[config.mk]
export PLATFORM = sky130hd
export DESIGN_NAME = trigger_sequencer
export DESIGN_NICKNAME = d
export VERILOG_FILES = /design/src/rtl/trigger_sequencer_pkg.sv /design/src/rtl/trigger_stage_match.sv /design/src/rtl/trigger_sequencer.sv
export SDC_FILE = /design/constraint.sdc
export NUM_CORES = 1
export LEC_CHECK = 0
export BUFFER_PORTS_ARGS = -buffer_cell sky130_fd_sc_hd__buf_2
export CAP_MARGIN = 20
export CORE_AREA = 2 2 400 402
export CTS_CLUSTER_DIAMETER = 200
export DETAILED_ROUTE_END_ITERATION = 10
export DIE_AREA = 0 0 402 404
export PLACE_DENSITY = 0.4
export SYNTH_ARGS = -nofsm -noshare
export SYNTH_HDL_FRONTEND = slang
export SYNTH_SLANG_ARGS = --single-unit
export TNS_END_PERCENT = 50
[constraint.sdc]
create_clock -name clk -period 5.19 [get_ports clk]
set_clock_uncertainty 0.15 [all_clocks]
set_input_delay 0 -clock clk [delete_from_list [all_inputs] [get_ports clk]]
set_output_delay 0 -clock clk [all_outputs]
set_load 0.05 [all_outputs]
[src/rtl/trigger_sequencer_pkg.sv]
// Shared types for the multi-stage trigger sequencer.
// State encoding and per-bit trigger type constants.
package trigseq_pkg;

  typedef enum logic [1:0] {
    ST_IDLE = 2'd0,
    ST_RUN  = 2'd1,
    ST_POST = 2'd2,
    ST_DONE = 2'd3
  } state_e;

  localparam logic TT_LEVEL = 1'b0;
  localparam logic TT_EDGE  = 1'b1;

endpackage

[src/rtl/trigger_stage_match.sv]
// One trigger stage condition check against the current sample.
// Masked-off bits always hold; edge bits need a valid previous sample.
module trigger_stage_match #(
  parameter int size = 32
) (
  input  logic [size-1:0] mask,
  input  logic [size-1:0] ttype,
  input  logic [size-1:0] level,
  input  logic [size-1:0] prev,
  input  logic [size-1:0] din,
  input  logic            prev_valid,
  output logic            match
);

  logic [size-1:0] lvl_ok;
  logic [size-1:0] edge_ok;
  logic [size-1:0] hold;

  assign lvl_ok  = ~(din ^ level);
  assign edge_ok = lvl_ok & (prev ^ din) & {size{prev_valid}};
  assign hold    = (ttype & edge_ok) | (~ttype & lvl_ok);
  assign match   = &(~mask | hold);

endmodule

[src/rtl/trigger_sequencer.sv]
// Multi-stage trigger sequencer between sample divider and capture writer.
// Walks ordered stage conditions, then counts post-trigger samples.
module trigger_sequencer
  import trigseq_pkg::*;
#(
  parameter int size    = 32,
  parameter int stages  = 8,
  parameter int cnt_w   = 16,
  parameter int saddr_w = 24,
  localparam int NSW    = $clog2(stages + 1),
  localparam int SW     = (stages > 1) ? $clog2(stages) : 1
) (
  input  logic                      clk,
  input  logic                      resetn,
  input  logic                      sample_en,
  input  logic [size-1:0]           dinput,
  input  logic                      arm,
  input  logic                      abort,
  input  logic [NSW-1:0]            num_stages,
  input  logic [stages*size-1:0]    trig_mask,
  input  logic [stages*size-1:0]    trig_type,
  input  logic [stages*size-1:0]    trig_level,
  input  logic [stages*cnt_w-1:0]   trig_count,
  input  logic [saddr_w-1:0]        post_trigger_count,
  input  logic [saddr_w-1:0]        buffer_size,
  output logic                      armed,
  output logic                      triggered,
  output logic                      done,
  output logic                      ready,
  output logic [SW-1:0]             stage,
  output logic [saddr_w-1:0]        trigger_pos,
  output logic [saddr_w-1:0]        wr_addr,
  output logic                      wr_en
);

  localparam logic [NSW-1:0]     NS_MAX = NSW'(stages);
  localparam logic [NSW-1:0]     NS_ONE = NSW'(1);
  localparam logic [SW-1:0]      SG_ONE = SW'(1);
  localparam logic [cnt_w-1:0]   CW_ONE = cnt_w'(1);
  localparam logic [cnt_w:0]     CX_ONE = (cnt_w + 1)'(1);
  localparam logic [saddr_w-1:0] AD_ONE = saddr_w'(1);

  state_e             state_q, state_d;
  logic [SW-1:0]      stage_q, stage_d;
  logic [cnt_w-1:0]   cnt_q, cnt_d;
  logic [saddr_w-1:0] ptr_q, ptr_d;
  logic [saddr_w-1:0] waddr_q, waddr_d;
  logic [saddr_w-1:0] tpos_q, tpos_d;
  logic [saddr_w-1:0] rem_q, rem_d;
  logic [size-1:0]    prev_q, prev_d;
  logic               pv_q, pv_d;
  logic               trig_q, trig_d;
  logic               wen_q, wen_d;

  logic [NSW-1:0]     ns_eff;
  logic [size-1:0]    cur_mask, cur_type, cur_level;
  logic [cnt_w-1:0]   cur_cnt, need_cnt;
  logic               cur_match;
  logic               cnt_hit;
  logic               last_stg;
  logic               qual;
  logic               fire;

  assign ns_eff    = (num_stages > NS_MAX) ? NS_MAX : num_stages;
  assign cur_mask  = trig_mask[int'(stage_q)*size +: size];
  assign cur_type  = trig_type[int'(stage_q)*size +: size];
  assign cur_level = trig_level[int'(stage_q)*size +: size];
  assign cur_cnt   = trig_count[int'(stage_q)*cnt_w +: cnt_w];
  assign need_cnt  = (cur_cnt == '0) ? CW_ONE : cur_cnt;
  assign cnt_hit   = ({1'b0, cnt_q} + CX_ONE) >= {1'b0, need_cnt};
  assign last_stg  = (NSW'(stage_q) + NS_ONE) == ns_eff;
  assign qual      = sample_en &
                     ((state_q == ST_RUN) | (state_q == ST_POST));

  trigger_stage_match #(
    .size(size)
  ) u_match (
    .mask      (cur_mask),
    .ttype     (cur_type),
    .level     (cur_level),
    .prev      (prev_q),
    .din       (dinput),
    .prev_valid(pv_q),
    .match     (cur_match)
  );

  always_comb begin
    state_d = state_q;
    stage_d = stage_q;
    cnt_d   = cnt_q;
    ptr_d   = ptr_q;
    waddr_d = waddr_q;
    tpos_d  = tpos_q;
    rem_d   = rem_q;
    prev_d  = prev_q;
    pv_d    = pv_q;
    trig_d  = trig_q;
    wen_d   = 1'b0;
    fire    = 1'b0;
    if (abort) begin
      state_d = ST_IDLE;
      trig_d  = 1'b0;
      stage_d = '0;
    end else if (arm &&
                 (state_q == ST_IDLE || state_q == ST_DONE)) begin
      state_d = ST_RUN;
      ptr_d   = '0;
      waddr_d = '0;
      stage_d = '0;
      cnt_d   = '0;
      pv_d    = 1'b0;
      trig_d  = 1'b0;
    end else if (qual) begin
      wen_d   = 1'b1;
      waddr_d = ptr_q;
      ptr_d   = (ptr_q == buffer_size - AD_ONE) ? '0 : ptr_q + AD_ONE;
      prev_d  = dinput;
      pv_d    = 1'b1;
      if (state_q == ST_RUN) begin
        if (ns_eff == '0) begin
          fire = 1'b1;
        end else if (cur_match) begin
          if (cnt_hit) begin
            cnt_d = '0;
            if (last_stg) fire = 1'b1;
            else stage_d = stage_q + SG_ONE;
          end else begin
            cnt_d = cnt_q + CW_ONE;
          end
        end
        // trigger_pos takes the pre-increment ring index
        if (fire) begin
          trig_d  = 1'b1;
          tpos_d  = ptr_q;
          rem_d   = post_trigger_count;
          state_d = (post_trigger_count == '0) ? ST_DONE : ST_POST;
        end
      end else begin
        rem_d = rem_q - AD_ONE;
        if (rem_q == AD_ONE) state_d = ST_DONE;
      end
    end
  end

  always_ff @(posedge clk or negedge resetn) begin
    if (!resetn) begin
      state_q <= ST_IDLE;
      stage_q <= '0;
      cnt_q   <= '0;
      ptr_q   <= '0;
      waddr_q <= '0;
      tpos_q  <= '0;
      rem_q   <= '0;
      prev_q  <= '0;
      pv_q    <= 1'b0;
      trig_q  <= 1'b0;
      wen_q   <= 1'b0;
    end else begin
      state_q <= state_d;
      stage_q <= stage_d;
      cnt_q   <= cnt_d;
      ptr_q   <= ptr_d;
      waddr_q <= waddr_d;
      tpos_q  <= tpos_d;
      rem_q   <= rem_d;
      prev_q  <= prev_d;
      pv_q    <= pv_d;
      trig_q  <= trig_d;
      wen_q   <= wen_d;
    end
  end

  assign armed       = (state_q == ST_RUN) | (state_q == ST_POST);
  assign done        = (state_q == ST_DONE);
  assign ready       = (state_q == ST_IDLE);
  assign triggered   = trig_q;
  assign stage       = stage_q;
  assign trigger_pos = tpos_q;
  assign wr_addr     = waddr_q;
  assign wr_en       = wen_q;

endmodule

# Word level (Yosys, flattened, before mapping)
# Index checks and enable logic that the tools add are counted.
# totals
ff_bits	152
out_inout_bits	56
elab_cells	122
inputBits	985
# classes
bitwise	15
muxes	48
n_eq_ne	11
n_reduce_logical	24
n_addsub	7
n_shift	4
n_lt_le_gt_ge	2
# ops
operator	n
$shiftx A256 B9 Y32	3
$mux W24	7
$and A32 B32 Y32	4
$shiftx A128 B8 Y16	1
$mux W16	7
$not A32 Y32	3
$or A32 B32 Y32	2
$xor A32 B32 Y32	2
$sub A24 B1 Y24 const B	2
$reduce_and A32 Y1	1
$add A24 B1 Y24 const B	1
$eq A24 B1 Y1 const B	1
$eq A24 B24 Y1	1
$logic_not A24 Y1	1
$mux W3	8
$mux W1	19
$add A16 B1 Y17 const B	1
$ge A17 B16 Y1	1
$add A16 B1 Y16 const B	1
$logic_not A16 Y1	1
$reduce_bool A3 Y1	5
$mux W2	6
$reduce_and A5 Y1	2
$reduce_and A3 Y1	3
24 further kinds	28

# Longest topological paths before layout
# Gate-level depths: netlist of the first run.
# depth
ltp_word	20
mapped_depth	25
depth_no_buf	18

# Cells and area by module
# A second synthesis of the first run with hierarchy kept.
# unflattened
cells_unflattened	1519
hier_area_um2	16482.1
# modules_own_cells
module	area_each_um2	cells_per_inst	instances	seq_area_each_um2
trigger_sequencer	15279.7	1314	1	3803.6
trigger_stage_match	1202.4	205	1	0.0

# Worst setup path after synthesis of the first run
# Ideal clock, no wire load.
# synth_path
path_type	register to register
start	register stage_q[0] (netlist: stage[0])
end	register tpos_q[15] (netlist: trigger_pos[15])
path_stages_with_launch	25
required_ps	4912
setup_time_ps	128
slack_ps	-901
synth_period_minus_slack_ps	6091
n_path_buf	8
t_arrival_ps	5813
cell_sequence	dfrtp_1 > buf_6 > buf_12 > buf_12 > buf_6 > buf_6 > buf_6 > buf_1 > mux4_2 > mux2i_1 > nand4_1 > or4_1 > nand3_1 > ha_1 > nor2b_1 > o21bai_1 > a31oi_1 > o311ai_0 > nand3_1 > a31oi_1 > nor2_1 > a31oi_1 > nor3_4 > buf_4 > mux2_1
# synth_via
elab_chain_len	16
word_cells_on_any_way	29
classes_between	1 x add/sub; 1 x order compare; 1 x eq/ne; 4 x shift; 9 x mux; 10 x bitwise; 3 x reduce/logical
# synth_rtl
item	line_no	text
start: declaration	trigger_sequencer.sv:44	logic [SW-1:0] stage_q, stage_d;
start signal: assignment	trigger_sequencer.sv:160	stage_q <= stage_d;
branches (longest 9 deep; another with $ge A17 B16 Y1)	--	
$mux W1 (*)	trigger_sequencer.sv:122	end else if (cur_match) begin
$mux W1 (*)	trigger_sequencer.sv:120	if (ns_eff == '0) begin
$mux W1 (*)	trigger_sequencer.sv:119	if (state_q == ST_RUN) begin
$mux W1 (*)	trigger_sequencer.sv:113	end else if (qual) begin
$mux W1 (*)	trigger_sequencer.sv:104	end else if (arm &&
$mux W1 (*)	trigger_sequencer.sv:100	if (abort) begin
$reduce_and A5 Y1 (no line) (*)	--	
end signal: assignment	trigger_sequencer.sv:164	tpos_q <= tpos_d;
end: declaration	trigger_sequencer.sv:48	logic [saddr_w-1:0] tpos_q, tpos_d;
# Mark *: on every way between the ends. The select of a mux whose other input is x is not followed.
# A chain may end at the register's enable or synchronous reset.

# Worst setup path in the final report of the first run
# layout_path
start	register stage_q[0] (netlist: stage[0])
end	register tpos_q[6] (netlist: trigger_pos[6])
# The elaborated chain is that of the path after synthesis.

==> results.txt, run 1 <==
P per Cell Area: 155 nW/um^2
Post-synth EDFFs: 0
Fmax: 204 MHz
Total global routing overflow: 0
Min Tclk post-route: 4.90 ns
Number of synthesis warnings: 0
Final setup vio count: 0
Async S/R FF share, synth: 100%
Final Net Count: 3881
Biggest area consumer among synthesized cells: mux4_2
Critical Path Sink Type: register
Pin count of the biggest net entering global routing: 59
CTS buffer count: 17
Clk slew on worst S/H paths: 0.09 ns
CTS H-Tree Depth: 4
Final instance area: 27000 um^2
Core area: 158000 um^2
# fillers: 17900
Leak Pwr: 11.9 nW
Register area share after synthesis: 21.7%
DRC violations left: 0
Gpl congestion: 0.912
Starting Density: 11.1%
Fin Hold WS: -0.0260 ns
WL per Instance: 30.3 um
CTS tree: yes
First-pass GRT wire length: 195000 um
Syn Area/Cell: 9.85 um^2
Vias/cell: 4.17
Initial antenna violation count: 149
VDD IR max: 158 uV
Area growth from synthesis to layout: 53.8%
Antenna viol nets, final: 0
Util after Layout: 17.1%
Total wire length: 152000 um
Clk buf depth: 2
GRT Total Usage: 18.1%
Syn Inst Count: 1783
RSZ-0062 raised after global routing: false
Slew HR: 34.3%
Worst-margin pin slew: 0.958 ns
Most frequent cell after synthesis: nand2_1
Final HPWL from detailed placement: 132000 um
Post-synth top area share: 24.4%
Die X: 402 um
Max Transition Viols Final: 0
1st-pass router iterations: 5
Max Cap Violations: 0
Arr. time, crit path: 5.17 ns
Die Y-Extent: 404 um
Root Driver: clkbuf_16
Iter 0 DRT Violations: 1303
Mapped Area: 17600 um^2
Port Buffers: 1040
Synth top cells by count: nand2_1, mux4_2, dfrtp_1, mux2i_1, nor2_1
Synthesized Nets: 2793
Critical path type: register to register
CP Max Fanout: 24
Largest cells by area after synthesis: mux4_2, dfrtp_1, mux2i_1, nand2_1, nand3_1
Post-CTS Setup Bufs: 0
Worst Hold Class: input port to async pin
Tcrit/Tclk final: 94.5%
I/O pin count: 1041
Post-DP Area: 25500 um^2
Worst path required time: 5.45 ns
Vias in the first global route: 20800
Seq cells post-synth: 152
CP startpoint kind: register
R2R Setup Slk: 0.29 ns
Fraction of layout cells with a size suffix above 1: 49.6%
Area of the multi-input gates: 12800 um^2
Final hold violation count: 4
Row Count: 146
Violated checks: negative hold slack
Die ar.: 162000 um^2
Ys flop type: dfrtp_1
Clk_lat worst skew: 0.54 ns
Register area: 3820 um^2
TritonCTS Sinks: 152
Via count: 20900
Status: complete, but fails checks
Unique cell type count in the Yosys netlist: 87
## sequential cells by signal, indices dropped and copies added, names as in the netlist
name,flops
prev_q,32
ptr_q,24
rem_q,24
trigger_pos,24
wr_addr,24
cnt_q,16
stage,3
state_q,2
pv_q,1
triggered,1
wr_en,1
## cells in the final DEF (no fill, tap or decap), types with 14 or more instances in the layout
cell type,count
nand3_1,70
mux2_2,19
buf_4,76
buf_2,1040
or2_2,17
o211ai_1,33
nor4_1,23
diode_2,49
buf_12,18
and2_1,16
nor3_1,37
nand3b_1,20
o21ai_1,16
mux2_1,20
xnor2_1,29
nand2_1,228
a211o_1,14
a21o_1,27
a22oi_1,17
dlygate4sd3_1,75
nor2_1,83
nand2b_1,21
clkbuf_16,17
xor2_1,32
a22o_1,32
mux4_2,190
a21oi_1,47
ha_1,25
dfrtp_1,148
mux2i_1,137
inv_1,31
or3_1,19
and3_1,26
o21ai_0,55
a31oi_1,17
## worst max-delay path, cell delays in order, from the launching register on
cell	delay [ns]
dfrtp_4	0.53
buf_12	0.23
mux4_2	0.62
mux2i_1	0.23
nand4_1	0.16
or4_1	0.51
nand3_1	0.09
ha_1	0.15
nor2b_1	0.04
o21bai_1	0.12
a31oi_1	0.11
o311ai_0	0.31
nand3_1	0.19
a31oi_4	0.25
nor2_1	0.08
a31oi_2	0.33
nor3_4	0.07
buf_12	0.17
mux2_1	0.35
## per-stage QoR
stage / setup TNS, ns / setup WS, ns / power [mW] / hold slack (ns) / cells
after CTS: 0 / 0.181 / 4.30 / 0.00445 / 4956
after global routing: 0 / 0.0202 / 4.42 / 0.0000169 / 4980
after global placement: 0 / 0.0449 / 2.74 / -0.0925 / 4847
after detailed placement: -0.0987 / -0.0203 / 2.75 / -0.0917 / 4848
final: 0 / 0.286 / 4.17 / -0.0260 / 5005
after floorplan: 0 / 0.0427 / 1.93 / -0.446 / 1783
## power breakdown
group          switching [mW]  total (mW)  internal (mW)  leakage, nW
clock network           0.737        1.41          0.672        0.271
logic                   0.728        1.38          0.647         9.65
registers               0.109        1.39           1.28         1.96
## path summary, 6_finish.rpt
| kind | startpoint | end | cells after the start |
|---|---|---|---|
| min in group clk | buffer_size[21] | ptr_q[18]$_DFFE_PN0P_ | 7 |
| hold / removal | resetn | trigger_pos[16]$_DFFE_PN0P_ | 3 |
| setup reg to reg | stage[0]$_DFFE_PN0P_ | trigger_pos[6]$_DFFE_PN0P_ | 18 |
| hold reg to reg | trigger_pos[22]$_DFFE_PN0P_ | trigger_pos[22]$_DFFE_PN0P_ | 1 |
| max in group asynchronous | resetn | prev_q[27]$_DFFE_PN0P_ | 3 |
| setup / recovery | stage[0]$_DFFE_PN0P_ | trigger_pos[6]$_DFFE_PN0P_ | 18 |
## layout make-up
type	count	area share, %
clock buffer	18	1.59
timing repair buffer	1211	25.7
tap	2072	9.60
antenna	49	0.454
inverter	33	0.486
sequential	152	14.1
multi-input combinational	1456	47.6
clock inverter	14	0.514
## cells by family (layout without fill, tap and decap cells)
family / count (synthesis) / count (layout) / share of synthesized area (%)
buffers and inverters: 175 / 1276 / 5.47
and+or+nand+nor: 648 / 648 / 18.8
other: 0 / 49 / 0
adders and majority gates: 25 / 25 / 1.78
DFF: 152 / 152 / 21.7
AOI/OAI and AO/OA: 351 / 351 / 14.1
muxes: 371 / 371 / 35.2
xor gates and xnor gates: 61 / 61 / 3.04
## what timing repair did
action,4_1_cts,5_1_grt
endpoints found under the setup margin,5,0
resized for setup,1,0
endpoints found under the hold margin,120,0
hold buffers,76,0
## routing by layer
metal	routed length (um)	GRT usage, %	vias up	part of all wire [%]
met4	3310	4.18	82	2.2
li1	-	-	9175	-
met2	72700	30.5	997	48
met3	13600	6.28	245	9.0
met5	548	0	-	0.36
met1	61700	22.1	10400	41
(Power assumes the default switching activity.)
==> run 2: changes to the inputs <==
CORE_AREA = 2 2 404 406   (was 2 2 400 402)
DIE_AREA = 0 0 406 408   (was 0 0 402 404)
PLACE_DENSITY = 0.39   (was 0.4)
SYNTH_HIERARCHICAL = 1   (was unset)
==> run 2 against run 1 <==
Against the previous run:
- the flow now finishes without violations
- synthesized area shrank 6.1%
- global-route usage rose by 0.19 points
- first-iteration DRC count increased by 14%
==> results.txt, run 2 <==
Synth top cells by count: mux4_2, nand2_1, dfrtp_1, mux2_2, nor2_1
Area growth from synthesis to layout: 59.2%
Fmax: 203 MHz (-0.62%)
Max reg flops: 32 (unchanged)
Worst path required time: 5.44 ns (about the same)
TritonCTS Sinks: 152 (unchanged)
Worst-margin pin slew: 1.03 ns (+0.0744 ns)
Vias in the first global route: 19400 (-6.5%)
Slew HR: 30.9% (-3.4 points)
Root Driver: clkbuf_16
Number of synthesis warnings: 6 (+6)
Clk buf depth: 2 (unchanged)
GR Util met2: 28.1% (-2.5 points)
Critical Path Sink Type: register
Worst Hold Class: input port to register
Grt peak-use layer: met2
Reg power frac: 33.9% (+0.6 points)
Comb pwr share: 32.7% (-0.3 points)
First-pass GRT wire length: 197000 um (+0.93%)
VDD IR max: 279 uV (+76%)
Total wire length: 156000 um (+2.5%)
P per Cell Area: 157 nW/um^2 (+1.5%)
Via count: 19600 (-6.0%)
Syn Inst Count: 1519 (-15%)
Switching Share: 37.6% (-0.077 points)
Tcrit/Tclk final: 95.1% (+0.59 points)
Gpl congestion: 1.04 (+14%)
Core area: 162000 um^2 (+2.4%)
Fraction of layout cells with a size suffix above 1: 59.4% (+9.8 points)
Min Tclk post-route: 4.93 ns (+0.0304 ns)
Met3 Track Usage GR: 7.30% (+1.0 points)
Clk slew on worst S/H paths: 0.08 ns (about the same)
Pin count of the biggest net entering global routing: 87 (+47%)
Biggest area consumer among synthesized cells: mux4_2
Fin Hold WS: 0.0734 ns (+0.0994 ns)
CTS H-Tree Depth: 4 (unchanged)
Critical path type: register to register
Leak Pwr: 11.0 nW (-7.5%)
CTS tree: yes
Final HPWL from detailed placement: 139000 um (+5.3%)
I/O pin count: 1041 (unchanged)
Total global routing overflow: 0 (unchanged)
Util after Layout: 16.2% (-0.89 points)
Max Transition Viols Final: 0 (unchanged)
Vias/cell: 4.02 (-3.5%)
Async S/R FF share, synth: 100% (unchanged)
Die ar.: 166000 um^2 (+2.0%)
Most frequent cell after synthesis: mux4_2
Row Count: 148 (+1.4%)
Switch Pwr: 1.55 mW (-1.6%)
Total power: 4.11 mW (-1.4%)
Post-synth top area share: 30.6% (+6.2 points)
Met1 Use GR: 23.9% (+1.8 points)
DRC violations left: 0 (unchanged)
GRT Total Usage: 18.3% (+0.19 points)
Port Buffers: 1040 (unchanged)
CP Max Fanout: 51 (+110%)
Top reg by flops: prev_q
Final Net Count: 3633 (-6.4%)
Status: completed
CP startpoint kind: register
Seq cells post-synth: 152 (unchanged)
Iter 0 DRT Violations: 1486 (+14%)
Antenna viol nets, final: 0 (unchanged)
Int Pwr: 2.57 mW (-1.3%)
CTS buffer count: 17 (unchanged)
Final hold violation count: 0 (-4)
Syn Area/Cell: 10.9 um^2 (+10%)
Mapped Area: 16500 um^2 (-6.1%)
WL per Instance: 31.9 um (+5.3%)
Most frequent cells in the layout: buf_2, mux4_2, nand2_1, dfrtp_1, mux2_2
Ys flop type: dfrtp_1
Die Y-Extent: 408 um (+0.99%)
Most common cell after layout, fill and taps aside: buf_2
Arr. time, crit path: 5.19 ns (+0.02 ns)
Clock power frac: 33.4% (-0.4 points)
Post-synth EDFFs: 0 (unchanged)
Synthesized Nets: 2529 (-9.5%)
1st-pass router iterations: 5 (unchanged)
Max Cap Violations: 0 (unchanged)
Clk_lat worst skew: 0.53 ns (about the same)
Register area share after synthesis: 23.1% (+1.4 points)
Unique cell type count in the Yosys netlist: 77 (-11%)
Final setup vio count: 0 (unchanged)
Largest cells by area after synthesis: mux4_2, dfrtp_1, mux2_2, nand2_1, xor2_1
Die X: 406 um (+1.0%)
Starting Density: 10.2% (-0.93 points)
Initial antenna violation count: 191 (+28%)
## run 2: changes by cell type in the layout (fill, tap and decap cells not counted), moves of 18 or more
cell / delta
mux2_1: -19
a21o_1: -21
inv_1: -18
mux4_2: +34
mux2_2: +104
a21oi_1: +19
nand3_1: -34
mux2i_1: -110
nand2_1: -31
o211ai_1: -27
and3_1: -21
o22ai_1: +23
## run 2: layout make-up
cell class / instances / area [um^2]
Multi-Input combinational cell: 1241 / 12100
Antenna cell: 64 / 160
Timing Repair Buffer: 1197 / 6760
Inverter: 14 / 55.1
Sequential cell: 152 / 3820
Tap cell: 2175 / 2720
Fill cell: 18300 / 135000
Clock inverter: 14 / 151
Clock buffer: 18 / 429
## run 2: logic make-up after synthesis
| logic type | count (synthesis) | synth area share, % |
|---|---|---|
| compound gates | 257 | 10.6 |
| buf+inv | 126 | 3.47 |
| xor+xnor | 95 | 5.05 |
| fa+ha+maj | 25 | 1.90 |
| flops | 152 | 23.1 |
| mux | 375 | 40.7 |
| simple gates | 489 | 15.2 |
## run 2: stage by stage
step / instance area, um^2 / instances / setup slack (ns) / setup TNS (ns)
3_3_place_gp: 24800 / 4713 / -0.212 / -7.49
4_1_cts: 26000 / 4809 / 0.00509 / 0
5_1_grt: 26100 / 4836 / -0.00323 / -0.00323
2_1_floorplan: 16500 / 1519 / 0.167 / 0
6_report: 26200 / 4875 / 0.256 / 0
3_5_place_dp: 24800 / 4713 / -0.192 / -6.21
## run 2: routing by layer
metal | part of all wire, % | wire length, um
met5 | 0.46 | 719
met3 | 10 | 15800
met1 | 43 | 67600
met2 | 44 | 68100
met4 | 2.3 | 3510
## run 2: timing repair
item	4_1_cts	5_1_grt
buffers inserted	0	2
endpoints found under the setup margin	62	63
hold buffers	64	0
endpoints found under the hold margin	193	0
pin swaps	1	1
gates resized for setup	2	1
## run 2: power by group through the flow
stage	logic, mW	registers (mW)	clock network (mW)
floorplan	0.529	1.38	0
global placement	1.30	1.42	0
detailed placement	1.31	1.42	0
CTS	1.37	1.39	1.45
global route	1.45	1.41	1.48
finish	1.34	1.39	1.38
## run 2: path summary, 6_finish.rpt
| check | from | endpoint | slack [ns] | cells after the start |
|---|---|---|---|---|
| worst max-delay path | stage[1]$_DFFE_PN0P_ | trigger_pos[22]$_DFFE_PN0P_ | 0.26 | 15 |
| worst min-delay path | buffer_size[22] | ptr_q[15]$_DFFE_PN0P_ | 0.07 | 6 |
| worst max register to register | stage[1]$_DFFE_PN0P_ | trigger_pos[22]$_DFFE_PN0P_ | 0.26 | 15 |
| worst min register to register | wr_addr[21]$_DFFE_PN0P_ | wr_addr[21]$_DFFE_PN0P_ | 0.33 | 2 |
| max in group asynchronous | resetn | pv_q$_DFFE_PN0P_ | 2.79 | 4 |
| min in group asynchronous | resetn | stage[2]$_DFFE_PN0P_ | 0.48 | 3 |
## run 2: critical path, stage by stage, from the launching register on
cell	delay, ns
dfrtp_4	0.57
buf_12	0.25
buf_16	0.29
mux4_2	0.36
mux2_2	0.32
xor2_1	0.17
o21ai_0	0.16
a21oi_1	0.11
nor4_2	0.40
nand4_1	0.36
a2111oi_2	0.38
buf_4	0.22
o211a_2	0.32
o21ai_4	0.09
buf_12	0.21
mux2_1	0.32
==> run 3: changes to the inputs <==
--- a/config.mk
+++ b/config.mk
@@ -8,9 +8,9 @@
 export BUFFER_PORTS_ARGS = -buffer_cell sky130_fd_sc_hd__buf_2
 export CAP_MARGIN = 20
-export CORE_AREA = 2 2 404 406
+export CORE_AREA = 2 2 407 409
 export CTS_CLUSTER_DIAMETER = 200
 export DETAILED_ROUTE_END_ITERATION = 10
-export DIE_AREA = 0 0 406 408
-export PLACE_DENSITY = 0.39
+export DIE_AREA = 0 0 409 411
+export PLACE_DENSITY = 0.38
 export SYNTH_ARGS = -nofsm -noshare
 export SYNTH_HDL_FRONTEND = slang
--- a/constraint.sdc
+++ b/constraint.sdc
@@ -3,3 +3,3 @@
 set_input_delay 0 -clock clk [delete_from_list [all_inputs] [get_ports clk]]
 set_output_delay 0 -clock clk [all_outputs]
-set_load 0.05 [all_outputs]
+set_load 0.01 [all_outputs]
==> run 3 against run 2 <==
Against the previous run:
- via count rose by 0.97%
- die area increased by 1.5%
- register-to-register slack worse by 0.03 ns
- flip-flop and latch count did not move
- hold slack got worse by 0.0013 ns
- first-iteration DRC count rose by 0.13%
- non-clock buffer count increased by 15
- power is 1.0% higher
- core utilization barely moved
- clock-buffer cell count fell by 1
- critical endpoint unchanged
- largest cell class unchanged
- highest routed layer unchanged
==> results.txt, run 3 (synthesis gave the netlist of run 2 again) <==
R2R Setup Slk: 0.22 ns (-0.03 ns)
Via count: 19800 (+0.97%)
Die ar.: 168000 um^2 (+1.5%)
RR Endpoint: trigger_pos[22]$_DFFE_PN0P_
Most common cell after layout, fill and taps aside: buf_2
Vias in the first global route: 19500 (+0.20%)
Total power: 4.16 mW (+1.0%)
Reg2reg start: stage[0]$_DFFE_PN0P_
Root Driver: clkbuf_16
Final HPWL from detailed placement: 152000 um (+9.4%)
Clk_lat worst skew: 0.53 ns (about the same)
Leak Pwr: 11.1 nW (+1.2%)
RSZ-0062 raised after global routing: false
Max reg flops: 32 (unchanged)
Total wire length: 171000 um (+9.8%)
VDD IR max: 248 uV (-11%)
Fin Hold WS: 0.0721 ns (-0.00135 ns)
Slew HR: 44.8% (+14 points)
Worst path required time: 5.45 ns (about the same)
Max Transition Viols Final: 0 (unchanged)
Vias/cell: 4.02 (-0.20%)
Final Net Count: 3648 (+0.41%)
Die Y-Extent: 411 um (+0.74%)
Most frequent cells in the layout: buf_2, mux4_2, nand2_1, dfrtp_1, mux2_2
Clk slew on worst S/H paths: 0.09 ns (about the same)
Top reg by flops: prev_q
Antenna viol nets, final: 0 (unchanged)
Worst Hold Class: input port to register
Clk buf depth: 2 (unchanged)
GRT Total Usage: 19.7% (+1.3 points)
Critical path's most frequent cell: buf_16
Min Tclk post-route: 4.97 ns (+0.0345 ns)
Worst reg2reg path depth: 15 (unchanged)
Tcrit/Tclk final: 95.7% (+0.67 points)
Crit path capture: trigger_pos[22]$_DFFE_PN0P_
Iter 0 DRT Violations: 1488 (+0.13%)
CP Max Fanout: 33 (-35%)
WL per Instance: 34.7 um (+8.5%)
Fmax: 201 MHz (-0.69%)
Core area: 164000 um^2 (+1.4%)
Fin cells: 4932 (+1.2%)
Pin count of the biggest net entering global routing: 101 (+16%)
Initial antenna violation count: 228 (+19%)
First-pass GRT wire length: 212000 um (+7.6%)
Worst-margin pin slew: 0.828 ns (-0.205 ns)
CTS buffer count: 17 (unchanged)
1st-pass router iterations: 5 (unchanged)
Worst path slowest cell: a2111oi_4
Crit path cell chain: buf_16 > buf_16 > mux4_2 > mux2_4 > xor2_1 > o21ai_0 > a21oi_1 > nor4_1 > nand4_1 > a2111oi_4 > buf_4 > o211a_2 > o21ai_4 > buf_12 > mux2_1
Area growth from synthesis to layout: 61.7%
Util after Layout: 16.3% (+0.041 points)
Status: completed
DRC violations left: 0 (unchanged)
P per Cell Area: 156 nW/um^2 (-0.58%)
Final setup vio count: 0 (unchanged)
I/O pin count: 1041 (unchanged)
Die X: 409 um (+0.74%)
Arr. time, crit path: 5.23 ns (+0.04 ns)
Row Count: 149 (+0.68%)
Worst path max stage delay: 0.56 ns (about the same)
Max Cap Violations: 0 (unchanged)
Worst Setup SP: stage[0]$_DFFE_PN0P_
Hold path start: num_stages[3]
CTS tree: yes
TritonCTS Sinks: 152 (unchanged)
Gpl congestion: 0.977 (-6.2%)
Total global routing overflow: 0 (unchanged)
Critical path type: register to register
CTS H-Tree Depth: 4 (unchanged)
Critical Path Sink Type: register
Fraction of layout cells with a size suffix above 1: 59.8% (+0.38 points)
Starting Density: 10.1% (-0.14 points)
Placed cells: 4730 (+0.36%)
CP startpoint kind: register
Final hold violation count: 0 (unchanged)
Port Buffers: 1040 (unchanged)
-- run 3: how the worst min path moves through the flow --
stage / to / depth (start not counted) / slack [ns]
after global routing: stage[2]$_DFFE_PN0P_ / 6 / 0.09
after CTS: stage[2]$_DFFE_PN0P_ / 6 / 0.02
final: stage[2]$_DFFE_PN0P_ / 6 / 0.07
after detailed placement: wr_addr[19]$_DFFE_PN0P_ / 1 / -0.11
after floorplan: cnt_q[0]$_DFFE_PN0P_ / 0 / -0.45
after global placement: wr_addr[19]$_DFFE_PN0P_ / 1 / -0.11
-- run 3: per-stage QoR --
stage               cell area, um^2  TNS [ns]  setup WS, ns
floorplan                     16500         0         0.467
global placement              24900     -8.39        -0.359
detailed placement            24900     -2.16        -0.265
CTS                           26200         0        0.0108
global route                  26500         0        0.0243
finish                        26700         0         0.221
-- run 3: power breakdown --
part	internal (mW)	switching, mW
Sequential	1.28	0.116
Clock	0.656	0.765
Combinational	0.638	0.697
-- run 3: layer usage --
metal  routed length [um]  track usage [%]
met1                74600             25.6
met2                73600             29.3
met3                16200             7.78
met4                 6020             6.95
met5                  521                0
-- run 3: final cells by class --
| class | instances | area [um^2] |
|---|---|---|
| Clock inverter | 15 | 193 |
| Fill cell | 18700 | 137000 |
| Antenna cell | 92 | 230 |
| Clock buffer | 17 | 425 |
| Tap cell | 2189 | 2740 |
| Sequential cell | 152 | 3820 |
| Multi-Input combinational cell | 1241 | 12200 |
| Inverter | 14 | 55.1 |
| Timing Repair Buffer | 1212 | 7030 |
-- run 3: what timing repair did --
action | 4_1_cts | 5_1_grt
endpoints found under the setup margin | 58 | 45
gates cloned | 0 | 2
hold buffers | 65 | 0
gates resized for setup | 3 | 11
endpoints found under the hold margin | 237 | 0
buffers inserted | 0 | 11
pin swaps | 2 | 5
-- run 3: critical path, delay by kind of cell (launching register included) --
kind	cells	cell delay, ns
muxes	3	1.24
AOI/OAI and AO/OA	5	1.12
buffers and inverters	4	0.84
and+or+nand+nor	2	0.67
DFF	1	0.46
xor gates and xnor gates	1	0.21
